## src/rtl/regfile_operand_fetch.sv

```systemverilog
// Operand fetch controller: latches decoded instructions, reads the register file,
// holds operands for downstream and tracks pending writes. Optional: REGFILE_FETCH_FWD_BYPASS_EN.
module regfile_operand_fetch #(
   parameter int BITS_DATA = 32,
   parameter int BITS_ADDR = 3,
   parameter int CNT_W     = 16
) (
   input  logic                      clk,
   input  logic                      reset,
   input  logic                      issue_valid,
   output logic                      issue_ready,
   input  logic [BITS_ADDR-1:0]      issue_rs1,
   input  logic [BITS_ADDR-1:0]      issue_rs2,
   input  logic [BITS_ADDR-1:0]      issue_rd,
   input  logic                      issue_rd_we,
   output logic [BITS_ADDR-1:0]      rf_rd_addr1,
   output logic [BITS_ADDR-1:0]      rf_rd_addr2,
   input  logic [BITS_DATA-1:0]      rf_rd_data1,
   input  logic [BITS_DATA-1:0]      rf_rd_data2,
   output logic                      op_valid,
   input  logic                      op_ready,
   output logic [BITS_DATA-1:0]      op_a,
   output logic [BITS_DATA-1:0]      op_b,
   output logic [BITS_ADDR-1:0]      op_rd,
   output logic                      op_rd_we,
   input  logic                      wb_valid,
   input  logic [BITS_ADDR-1:0]      wb_addr,
   input  logic [BITS_DATA-1:0]      wb_data,
   output logic                      rf_we,
   output logic [BITS_ADDR-1:0]      rf_wr_addr,
   output logic [BITS_DATA-1:0]      rf_wr_data,
   output logic [(2**BITS_ADDR)-1:0] busy_mask,
   output logic [CNT_W-1:0]          stall_cycles,
   output logic                      wb_spurious
);
   localparam int NREGS = 2**BITS_ADDR;

   typedef enum logic [1:0] {IDLE, STALL, READ, HOLD} state_t;

   state_t               state_q, state_d;
   logic [BITS_ADDR-1:0] rs1_q, rs1_d, rs2_q, rs2_d, rd_q, rd_d;
   logic                 rd_we_q, rd_we_d;
   logic [BITS_DATA-1:0] op_a_q, op_a_d, op_b_q, op_b_d;
   logic [NREGS-1:0]     busy_q, busy_d, stall_mask;
   logic [CNT_W-1:0]     stall_cnt_q, stall_cnt_d;
   logic                 rf_we_q, rf_we_d;
   logic [BITS_ADDR-1:0] rf_wr_addr_q, rf_wr_addr_d;
   logic [BITS_DATA-1:0] rf_wr_data_q, rf_wr_data_d;
   logic                 spurious_q, spurious_d;

`ifdef REGFILE_FETCH_FWD_BYPASS_EN
   // The write on the port lands at the same edge that would enter READ.
   logic [NREGS-1:0] wr_onehot;
   always_comb begin
      wr_onehot = '0;
      wr_onehot[rf_wr_addr_q] = rf_we_q;
      stall_mask = busy_q & ~wr_onehot;
   end
`else
   assign stall_mask = busy_q;
`endif

   always_comb begin
      state_d      = state_q;
      rs1_d        = rs1_q;
      rs2_d        = rs2_q;
      rd_d         = rd_q;
      rd_we_d      = rd_we_q;
      op_a_d       = op_a_q;
      op_b_d       = op_b_q;
      stall_cnt_d  = stall_cnt_q;
      busy_d       = busy_q;
      rf_we_d      = wb_valid;
      rf_wr_addr_d = wb_valid ? wb_addr : rf_wr_addr_q;
      rf_wr_data_d = wb_valid ? wb_data : rf_wr_data_q;
      spurious_d   = spurious_q | (rf_we_q & ~busy_q[rf_wr_addr_q]);

      if (rf_we_q) busy_d[rf_wr_addr_q] = 1'b0;

      case (state_q)
         IDLE: if (issue_valid) begin
            rs1_d   = issue_rs1;
            rs2_d   = issue_rs2;
            rd_d    = issue_rd;
            rd_we_d = issue_rd_we;
            state_d = (busy_q[issue_rs1] | busy_q[issue_rs2]) ? STALL : READ;
         end
         STALL: begin
            if (stall_cnt_q != '1) stall_cnt_d = stall_cnt_q + CNT_W'(1);
            if (!(stall_mask[rs1_q] | stall_mask[rs2_q])) state_d = READ;
         end
         READ: begin
            op_a_d  = rf_rd_data1;
            op_b_d  = rf_rd_data2;
            // Applied after the clear so the newer writer stays pending.
            if (rd_we_q) busy_d[rd_q] = 1'b1;
            state_d = HOLD;
         end
         HOLD: if (op_ready) state_d = IDLE;
         default: state_d = IDLE;
      endcase
   end

   always_ff @(posedge clk or posedge reset) begin
      if (reset) begin
         state_q      <= IDLE;
         rs1_q        <= '0;
         rs2_q        <= '0;
         rd_q         <= '0;
         rd_we_q      <= 1'b0;
         op_a_q       <= '0;
         op_b_q       <= '0;
         busy_q       <= '0;
         stall_cnt_q  <= '0;
         rf_we_q      <= 1'b0;
         rf_wr_addr_q <= '0;
         rf_wr_data_q <= '0;
         spurious_q   <= 1'b0;
      end else begin
         state_q      <= state_d;
         rs1_q        <= rs1_d;
         rs2_q        <= rs2_d;
         rd_q         <= rd_d;
         rd_we_q      <= rd_we_d;
         op_a_q       <= op_a_d;
         op_b_q       <= op_b_d;
         busy_q       <= busy_d;
         stall_cnt_q  <= stall_cnt_d;
         rf_we_q      <= rf_we_d;
         rf_wr_addr_q <= rf_wr_addr_d;
         rf_wr_data_q <= rf_wr_data_d;
         spurious_q   <= spurious_d;
      end
   end

   // Gated so every output reads 0 while reset is held.
   assign issue_ready  = (state_q == IDLE) && !reset;
   assign op_valid     = (state_q == HOLD);
   assign rf_rd_addr1  = rs1_q;
   assign rf_rd_addr2  = rs2_q;
   assign op_a         = op_a_q;
   assign op_b         = op_b_q;
   assign op_rd        = rd_q;
   assign op_rd_we     = rd_we_q;
   assign rf_we        = rf_we_q;
   assign rf_wr_addr   = rf_wr_addr_q;
   assign rf_wr_data   = rf_wr_data_q;
   assign busy_mask    = busy_q;
   assign stall_cycles = stall_cnt_q;
   assign wb_spurious  = spurious_q;

endmodule

```

## config.mk

```make
export PLATFORM = sky130hd
export DESIGN_NAME = regfile_operand_fetch
export DESIGN_NICKNAME = d
export VERILOG_FILES = /design/src/rtl/regfile_operand_fetch.sv
export SDC_FILE = /design/constraint.sdc
export NUM_CORES = 1
export LEC_CHECK = 0
export BUFFER_PORTS_ARGS = -buffer_cell sky130_fd_sc_hd__buf_4
export CAP_MARGIN = 20
export CORE_ASPECT_RATIO = 1.5
export CORE_MARGIN = 8
export CORE_UTILIZATION = 45
export CTS_CLUSTER_SIZE = 28
export DETAILED_ROUTE_END_ITERATION = 10
export PLACE_DENSITY = 0.86
export SLEW_MARGIN = 10
export SYNTH_ARGS = -nofsm -noshare
export SYNTH_HDL_FRONTEND = slang
export SYNTH_SLANG_ARGS = --single-unit
```

## constraint.sdc

```tcl
create_clock -name clk -period 8.3 [get_ports clk]
set_clock_uncertainty 0.1 [all_clocks]
set_input_delay 1.245 -clock clk [delete_from_list [all_inputs] [get_ports clk]]
set_output_delay 1.245 -clock clk [all_outputs]
set_load 0.005 [all_outputs]
```

== Yosys cells after proc, flatten, opt, wreduce, memory -nomap -nowiden ==
Cells that the tools add are included.

* Memories: 0
* Bits in registers: 137
* Memory bits (read-only): 0
* Bits in writable memories: 0
* Latch bits: 0

* Eq/ne operators: 7
* Reduce and logical (&&, ||, !) cells: 8
* Mux-type cells: 22
* Add/subtract/negate cells: 1
* Order comparisons: 8
* Divide/modulo/power cells: 0
* Shift operators: 0
* Bitwise operators: 8
* Multiply operators: 0

{| class="wikitable"
|+ Operators by type and width
! kind !! number
|-
| < comparator 3 x 4 -> 1 bit (second input constant) || 6
|-
| two-way mux 8 bit || 3
|-
| adder 16 x 1 -> 16 bit (second input constant) || 1
|-
| != test 16 bit (second input constant) || 1
|-
| binary-select mux 1 bit (select 3 bit) || 5
|-
| AND 8 bit || 1
|-
| two-way mux 2 bit || 4
|-
| NOT 8 bit || 1
|-
| bitwise OR 8 bit || 1
|-
| case mux 2 bit (4 select lines) || 1
|-
| two-way mux 1 bit || 7
|-
| demux 1 bit (select 3 bit) || 2
|-
| greater-or-equal comparator 3 x 1 -> 1 bit (second input constant) || 2
|-
| == test 2 bit (second input constant) || 2
|-
| != test 2 bit (second input constant) || 2
|-
| AND reduction 2 bit || 2
|-
| logical AND 1 bit || 3
|-
| bitwise OR 1 bit || 3
|-
| AND reduction 3 bit || 1
|-
| == test 2 x 1 -> 1 bit (second input constant) || 1
|-
| logical NOT 2 bit || 1
|-
| != test 2 x 1 -> 1 bit (second input constant) || 1
|-
| AND 1 bit || 1
|-
| logical NOT 1 bit || 1
|-
| NOT 1 bit || 1
|}

== Longest topological paths before layout ==
Gate-level depths: netlist of run 1.

* Depth in word-level cells: 10
* Depth in mapped cells: 7
* Mapped depth without buffers: 7

== Worst setup path after synthesis of run 1 ==
OpenSTA, ideal clock, no wires.

* Path kind: input to output
* From: input reset
* To: output issue_ready
* Stages on the path: 1
* Data arrival time: 1.360 ns
* Path slack: 5.595 ns
* Path buffers: 0
* Cells stage by stage: nor2b_1

* Word-level cells in the longest chain between the ends: 2

{| class="wikitable"
|+ RTL lines
! element !! RTL line !! text
|-
| start, declared || 9 || <nowiki>input logic reset,</nowiki>
|-
| logical NOT 1 bit || 137 || <nowiki>assign issue_ready = (state_q == IDLE) && !reset;</nowiki>
|-
| logical AND 1 bit || 137 ||
|-
| end, declared || 11 || <nowiki>output logic issue_ready,</nowiki>
|}

Every way passes these cells.

== Final worst setup path of run 1 ==
Ends and elaborated chain as after synthesis.

==> impl_results.md, run 1 <==
* Register area at 3430 um^2
* Synthesized instance count at 379
* Crit Path Category: primary input to output port
* HP Class: register to register
* CP Max Fanout at 2
* Setup_tns at 0 ns
* Yosys cell types at 29
* DR WL/cell at 19.5 um
* Synth top cells by count: dfrtp_1, mux2_2, o21ai_0
* Io pins at 251
* Crit path DAT at 1.63 ns
* Fin crit share at 35.8%
* Vias in the first global route at 4655
* Worst hold slack at 0.400 ns
* Worst vdd ir at 0.000213 V
* Worst-case clock buffer depth at 2
* Critical Path RT at 6.95 ns
* Inserted Clock Buffers at 17
* Worst skew pair latency at 0.40 ns
* RSZ-0062 raised after global routing: false
* First-pass GRT wire length at 24600 um
* Critical path endpoint category: output port
* Largest net degree at the start of global routing at 70
* H-Tree Depth at 4
* Area contributors post-synth: dfrtp_1, mux2_2, mux4_2
* Rel. slew slack at 43.8%
* Lkg Pwr at 3.96 nW
* Area of the multi-input gates at 2140 um^2
* Initial antenna violation count at 0
* Std cell rows at 50
* DRC errors left at 0
* Gr usage total at 19.0%
* #FFs+latches synth at 137
* Final Hold Viols at 0
* Placed Instance Area at 7690 um^2
* Vias/cell at 5.22
* Congestion Overflow GR at 0
* RePlAce Congestion at 0.812
* YS warnings at 0
* Synthesized area at 5650 um^2
* Max Cap Viol at 0
* Area Overhead vs Synth at 46.6%
* CTS tree: done
* Slew @ Worst Pin at 0.843 ns
* Hold_buf cts at 0
* Synthesized Nets at 499
* Crit path time final at 2.97 ns
* Clock sinks at 137
* ANT cells at 0
* EDFF count, synth at 0
* Synth Flop Type: dfrtp_1
* Async SR Flop Fraction at 100%
* DR vias at 4206
* Seq/Total Area, Yosys at 60.7%
* # resized after CTS at 0
* Die X-Extent at 107 um
* Die height at 153 um
* Detail Placement HPWL at 12200 um
* Slew Viols, Final at 0
* Power per standard cell area at 346 nW/um^2
* Die area at 16500 um^2
* Fmax at 337 MHz
* CORE AREA at 12400 um^2
* Final setup fails at 0
* Mapped Avg Cell Area at 14.9 um^2
* Post CTS Setup Buffer Count at 0
* Cell with the most instances after synthesis: dfrtp_1
* Clk slew on worst S/H paths at 0.05 ns
* Port Buffers at 250
* Drt initial violations at 136
* Antenna Nets Post-Route at 0
* Yosys top cell area share at 60.7%
* Setup crit start kind: primary input
* First-pass DRT Iterations at 7
* Nets at 757
* Routed wire length at 15700 um
* Starting Density at 45.6%
* Largest area contributor in the netlist: dfrtp_1
* Fin area at 8280 um^2
* Number of fill cells at 887
* Share of layout cells above drive strength 1 at 61.8%
* Outcome: completed
* Root buffer cell: clkbuf_16
==> layout make-up <==
class	count	share of cell area, %
Clock buffer	19	5.35
Clock inverter	13	1.74
Inverter	9	0.438
Multi-Input combinational cell	220	25.8
Sequential cell	137	41.4
Tap cell	156	2.36
Timing Repair Buffer	252	22.9
==> placed cells by master, fill, tap and decap left out, types with 2 or more instances in the layout <==
| cell type | netlist | layout |
|---|---|---|
| a21oi_1 | 2 | 2 |
| and3_1 | 2 | 2 |
| and4_1 | 3 | 3 |
| buf_4 | 0 | 252 |
| bufinv_16 | 0 | 2 |
| clkbuf_16 | 0 | 17 |
| clkinv_2 | 0 | 2 |
| clkinv_4 | 0 | 2 |
| clkinvlp_4 | 0 | 4 |
| dfrtp_1 | 137 | 137 |
| ha_1 | 6 | 5 |
| inv_1 | 9 | 8 |
| inv_6 | 0 | 3 |
| mux2_2 | 110 | 110 |
| mux2i_1 | 6 | 6 |
| mux4_1 | 4 | 4 |
| mux4_2 | 6 | 6 |
| nand2_1 | 11 | 11 |
| nand2b_1 | 4 | 4 |
| nand3_1 | 9 | 9 |
| nand3b_1 | 2 | 2 |
| nand4_1 | 2 | 2 |
| nor2_1 | 8 | 8 |
| nor3_1 | 4 | 4 |
| o21ai_0 | 19 | 19 |
| o31ai_1 | 3 | 3 |
| xnor2_1 | 4 | 4 |
| xor2_1 | 9 | 9 |
==> registers in the layout, indices dropped and copies added (netlist names), 2 cells and up <==
register	flops
op_a	32
op_b	32
rf_wr_data	32
stall_cycles	16
busy_mask	8
op_rd	3
rf_rd_addr1	3
rf_rd_addr2	3
rf_wr_addr	3
state_q	2
==> final timing paths <==
kind / slack [ns] / to / startpoint / cells past startpoint
max: 5.33 / issue_ready / reset / 3
min: 0.40 / wb_spurious$_DFF_PP0_ / wb_spurious$_DFF_PP0_ / 1
max reg2reg: 5.87 / op_a[22]$_DFFE_PP0P_ / state_q[0]$_DFFE_PP0P_ / 4
min reg2reg: 0.40 / wb_spurious$_DFF_PP0_ / wb_spurious$_DFF_PP0_ / 1
max in group asynchronous: 5.78 / stall_cycles[2]$_DFFE_PP0P_ / reset / 3
min in group asynchronous: 0.92 / state_q[0]$_DFFE_PP0P_ / reset / 2
==> critical path, stage by stage <==
cell and delay [ns]:
buf_4 0.12, nor2b_1 0.13, buf_4 0.13
==> metal layers <==
layer,global-route usage (%),wire (um),vias to the layer above
li1,-,-,1879
met1,19.6,5470,2069
met2,32.6,8220,215
met3,8.12,1540,43
met4,8.17,480,0
met5,0,0,-
==> cells by family after synthesis <==
logic type	share of synthesized area, %
xor+xnor	2.02
fa+ha+maj	1.33
flops	60.7
mux	27.4
simple gates	4.47
buf+inv	1.46
compound gates	2.57
==> power by group <==
group / total, mW / switching (mW) / internal, mW
sequential: 1.10 / 0.190 / 0.910
combinational: 1.03 / 0.383 / 0.648
clock: 0.737 / 0.285 / 0.453
total: 2.87 / 0.857 / 2.01
==> through the flow <==
stage	std cells	total power [mW]	worst slack [ns]	util (%)
2_1_floorplan	379	1.58	3.29	-
3_3_place_gp	774	2.09	5.34	62.1
3_5_place_dp	774	2.16	5.27	62.1
4_1_cts	806	2.90	5.31	66.8
5_1_grt	806	3.03	5.31	66.8
6_report	806	2.87	5.33	66.8
Note: power is estimated with default switching activity, not from simulation.
==> inputs of run 2 (changes only) <==
Settings changed: ABC_AREA from default to 1, CORE_UTILIZATION 45 to 43, PLACE_DENSITY 0.86 to 0.85.
Clock period 8.3 ns to 2.5 ns, I/O delays scaled along.
==> run 2 against run 1 <==
Hold slack lost 0.31 ns. Non-clock buffer count grew 3. Sequential share of layout area shrank 1.1 points. Utilization shrank 3.4 points. Combinational power grew to 3.3 times the previous value. Synthesized cell count grew 36%. Final cell count grew 18%. Clock-buffer cell count grew 1. Critical path depth grew 5. Sequential power grew to 3.3 times the previous value. Setup slack lost 4.7 ns. Critical path type is now register to register. Largest cell class unchanged. Highest routed layer unchanged.
==> impl_results.md, run 2 <==
* H-Tree Depth at 4
* Largest net degree at the start of global routing at 85
* Seq/Total Area, Yosys at 58.4%
* Synthesized instance count at 514
* Cell with the most instances after synthesis: dfrtp_1
* Nets at 893
* Critical path endpoint category: register
* Synthesized area at 5870 um^2
* DRC errors left at 0
* NetSw at 2.97 mW
* Synth top cells by count: dfrtp_1, mux2_2, nand2_1
* Io pins at 251
* Max Cap Viol at 0
* Crit Path Category: register to register
* Most common cell after layout, fill and taps aside: buf_4
* Clock sinks at 137
* Mapped Avg Cell Area at 11.4 um^2
* Part of the power in the clock network at 25.1%
* Port Buffers at 250
* Worst path slowest cell: dfrtp_1
* Area contributors post-synth: dfrtp_1, mux2_2, nand2_1
* Power share of the combinational group at 36.4%
* DR vias at 4731
* Outcome: completed
* Clk slew on worst S/H paths at 0.06 ns
* Vias in the first global route at 5196
* Slew Viols, Final at 0
* Gr usage total at 18.4%
* CP Max Fanout at 13
* Final setup fails at 0
* Critical Path RT at 2.72 ns
* Yosys cell types at 26
* RePlAce Congestion at 0.879
* Root buffer cell: clkbuf_16
* Largest area contributor in the netlist: dfrtp_1
* Post CTS Setup Buffer Count at 0
* CP max stage delay at 0.40 ns
* Setup crit start kind: register
* Area Overhead vs Synth at 44.7%
* Most Crowded Layer GR: met2
* #FFs+latches synth at 137
* Met2 GRT Util at 33.4%
* Flop pwr share at 38.5%
* Async SR Flop Fraction at 100%
* ANT cells at 0
* Die area at 17700 um^2
* Met3 layer usage reported by global route at 6.26%
* Congestion Overflow GR at 0
* Worst-case clock buffer depth at 2
* Std cell rows at 52
* Die X-Extent at 111 um
* First-pass GRT wire length at 26300 um
* EDFF count, synth at 0
* Yosys top cell area share at 58.4%
* Inserted Clock Buffers at 17
* Worst skew pair latency at 0.40 ns
* Power per standard cell area at 1100 nW/um^2
* Lkg Pwr at 4.18 nW
* Starting Density at 43.8%
* Synth Flop Type: dfrtp_1
* Commonest non-fill, non-tap cells in the layout: buf_4, dfrtp_1, mux2_2
* RSZ-0062 raised after global routing: false
* Switching share of power at 31.8%
* Routed wire length at 16400 um
* DR WL/cell at 17.3 um
* Slew @ Worst Pin at 0.652 ns
* Final Hold Viols at 0
* Fin crit share at 74.4%
* Antenna Nets Post-Route at 0
* Layout Cells excl Fill at 948
* CTS tree: done
* YS warnings at 0
* Crit path time final at 1.86 ns
* Crit path DAT at 2.08 ns
* Worst path cell trace: ha_1, nand3_2, nor3_4, nand3_1, nand2_2, inv_2, nand2_1, xor2_1
* Initial antenna violation count at 0
* HP Class: primary input to register
* Vias/cell at 4.99
* CORE AREA at 13400 um^2
* Drt initial violations at 237
* Pint at 6.36 mW
* Setup_tns at 0 ns
* Worst vdd ir at 0.000815 V
* Die height at 159 um
* Rel. slew slack at 56.5%
* Final Power at 9.33 mW
* Placed Instances at 915
* First-pass DRT Iterations at 5
* GR Util met1 at 17.6%
* Synthesized Nets at 634
* Share of layout cells above drive strength 1 at 49.4%
* Detail Placement HPWL at 12800 um
* Fmax at 538 MHz
-- run 2: area by class of cell --
class	instances	area, um^2
Inverter	49	188
Fill cell	1058	4910
Clock inverter	12	119
Multi-Input combinational cell	313	2180
Sequential cell	137	3430
Timing Repair Buffer	255	1940
Tap cell	162	203
Clock buffer	20	437
-- run 2: worst paths after layout --
check                           slack, ns                   startpoint                          end  cells after the start
worst min register to register       0.37        wb_spurious$_DFF_PP0_        wb_spurious$_DFF_PP0_                      1
worst max-delay path                 0.64  stall_cycles[1]$_DFFE_PP0P_  stall_cycles[2]$_DFFE_PP0P_                      8
worst max register to register       0.64  stall_cycles[1]$_DFFE_PP0P_  stall_cycles[2]$_DFFE_PP0P_                      8
min in group asynchronous            0.33                        reset          op_b[6]$_DFFE_PP0P_                      3
worst min-delay path                 0.09                   wb_addr[0]    rf_wr_addr[0]$_DFFE_PP0P_                      3
max in group asynchronous            1.15                        reset       busy_mask[2]$_DFF_PP0_                      4
-- run 2: timing repair --
action | 4_1_cts | 5_1_grt
gates resized for setup | 0 | 0
endpoints found under the hold margin | 1 | 0
hold buffers | 1 | 0
-- run 2: layer usage --
metal	part of all wire, %	routed length (um)	up-vias
met3	7.3	1200	39
met4	3.7	614	0
met1	35	5680	2276
li1	-	-	2235
met2	54	8940	181
met5	0	0	-
-- run 2: kinds of logic (layout without fill, tap and decap cells) --
family	count (synthesis)	after routing	share of synthesized area [%]
simple gates	153	153	11.3
flops	137	137	58.4
mux	98	98	18.8
buf+inv	64	336	4.50
compound gates	44	44	3.94
xor+xnor	12	12	1.79
fa+ha+maj	6	6	1.28
-- run 2: power by group through the flow --
stage	registers [mW]	clock network (mW)	logic (mW)
6_report	3.59	2.34	3.39
5_1_grt	3.71	2.49	3.71
4_1_cts	3.60	2.41	3.46
3_5_place_dp	3.63	0	3.45
3_3_place_gp	3.58	0	3.35
2_1_floorplan	3.57	0	1.63
-- run 2: worst max-delay path: cells and delay by family (launching register included) --
kind,cells,cell delay (ns)
DFF,1,0.40
buffers and inverters,1,0.15
adders and majority gates,1,0.23
xor gates and xnor gates,1,0.14
and+or+nand+nor,5,0.77
-- run 2: through the flow --
step	setup WS (ns)	util (%)	instance area (um^2)	hold WS (ns)
after floorplan	0.318	-	5870	0.306
after global placement	0.719	59.2	7930	0.172
after detailed placement	0.643	59.2	7930	0.172
after CTS	0.628	63.4	8500	0.0714
after global routing	0.416	63.4	8500	0.0814
final	0.640	63.4	8500	0.0892
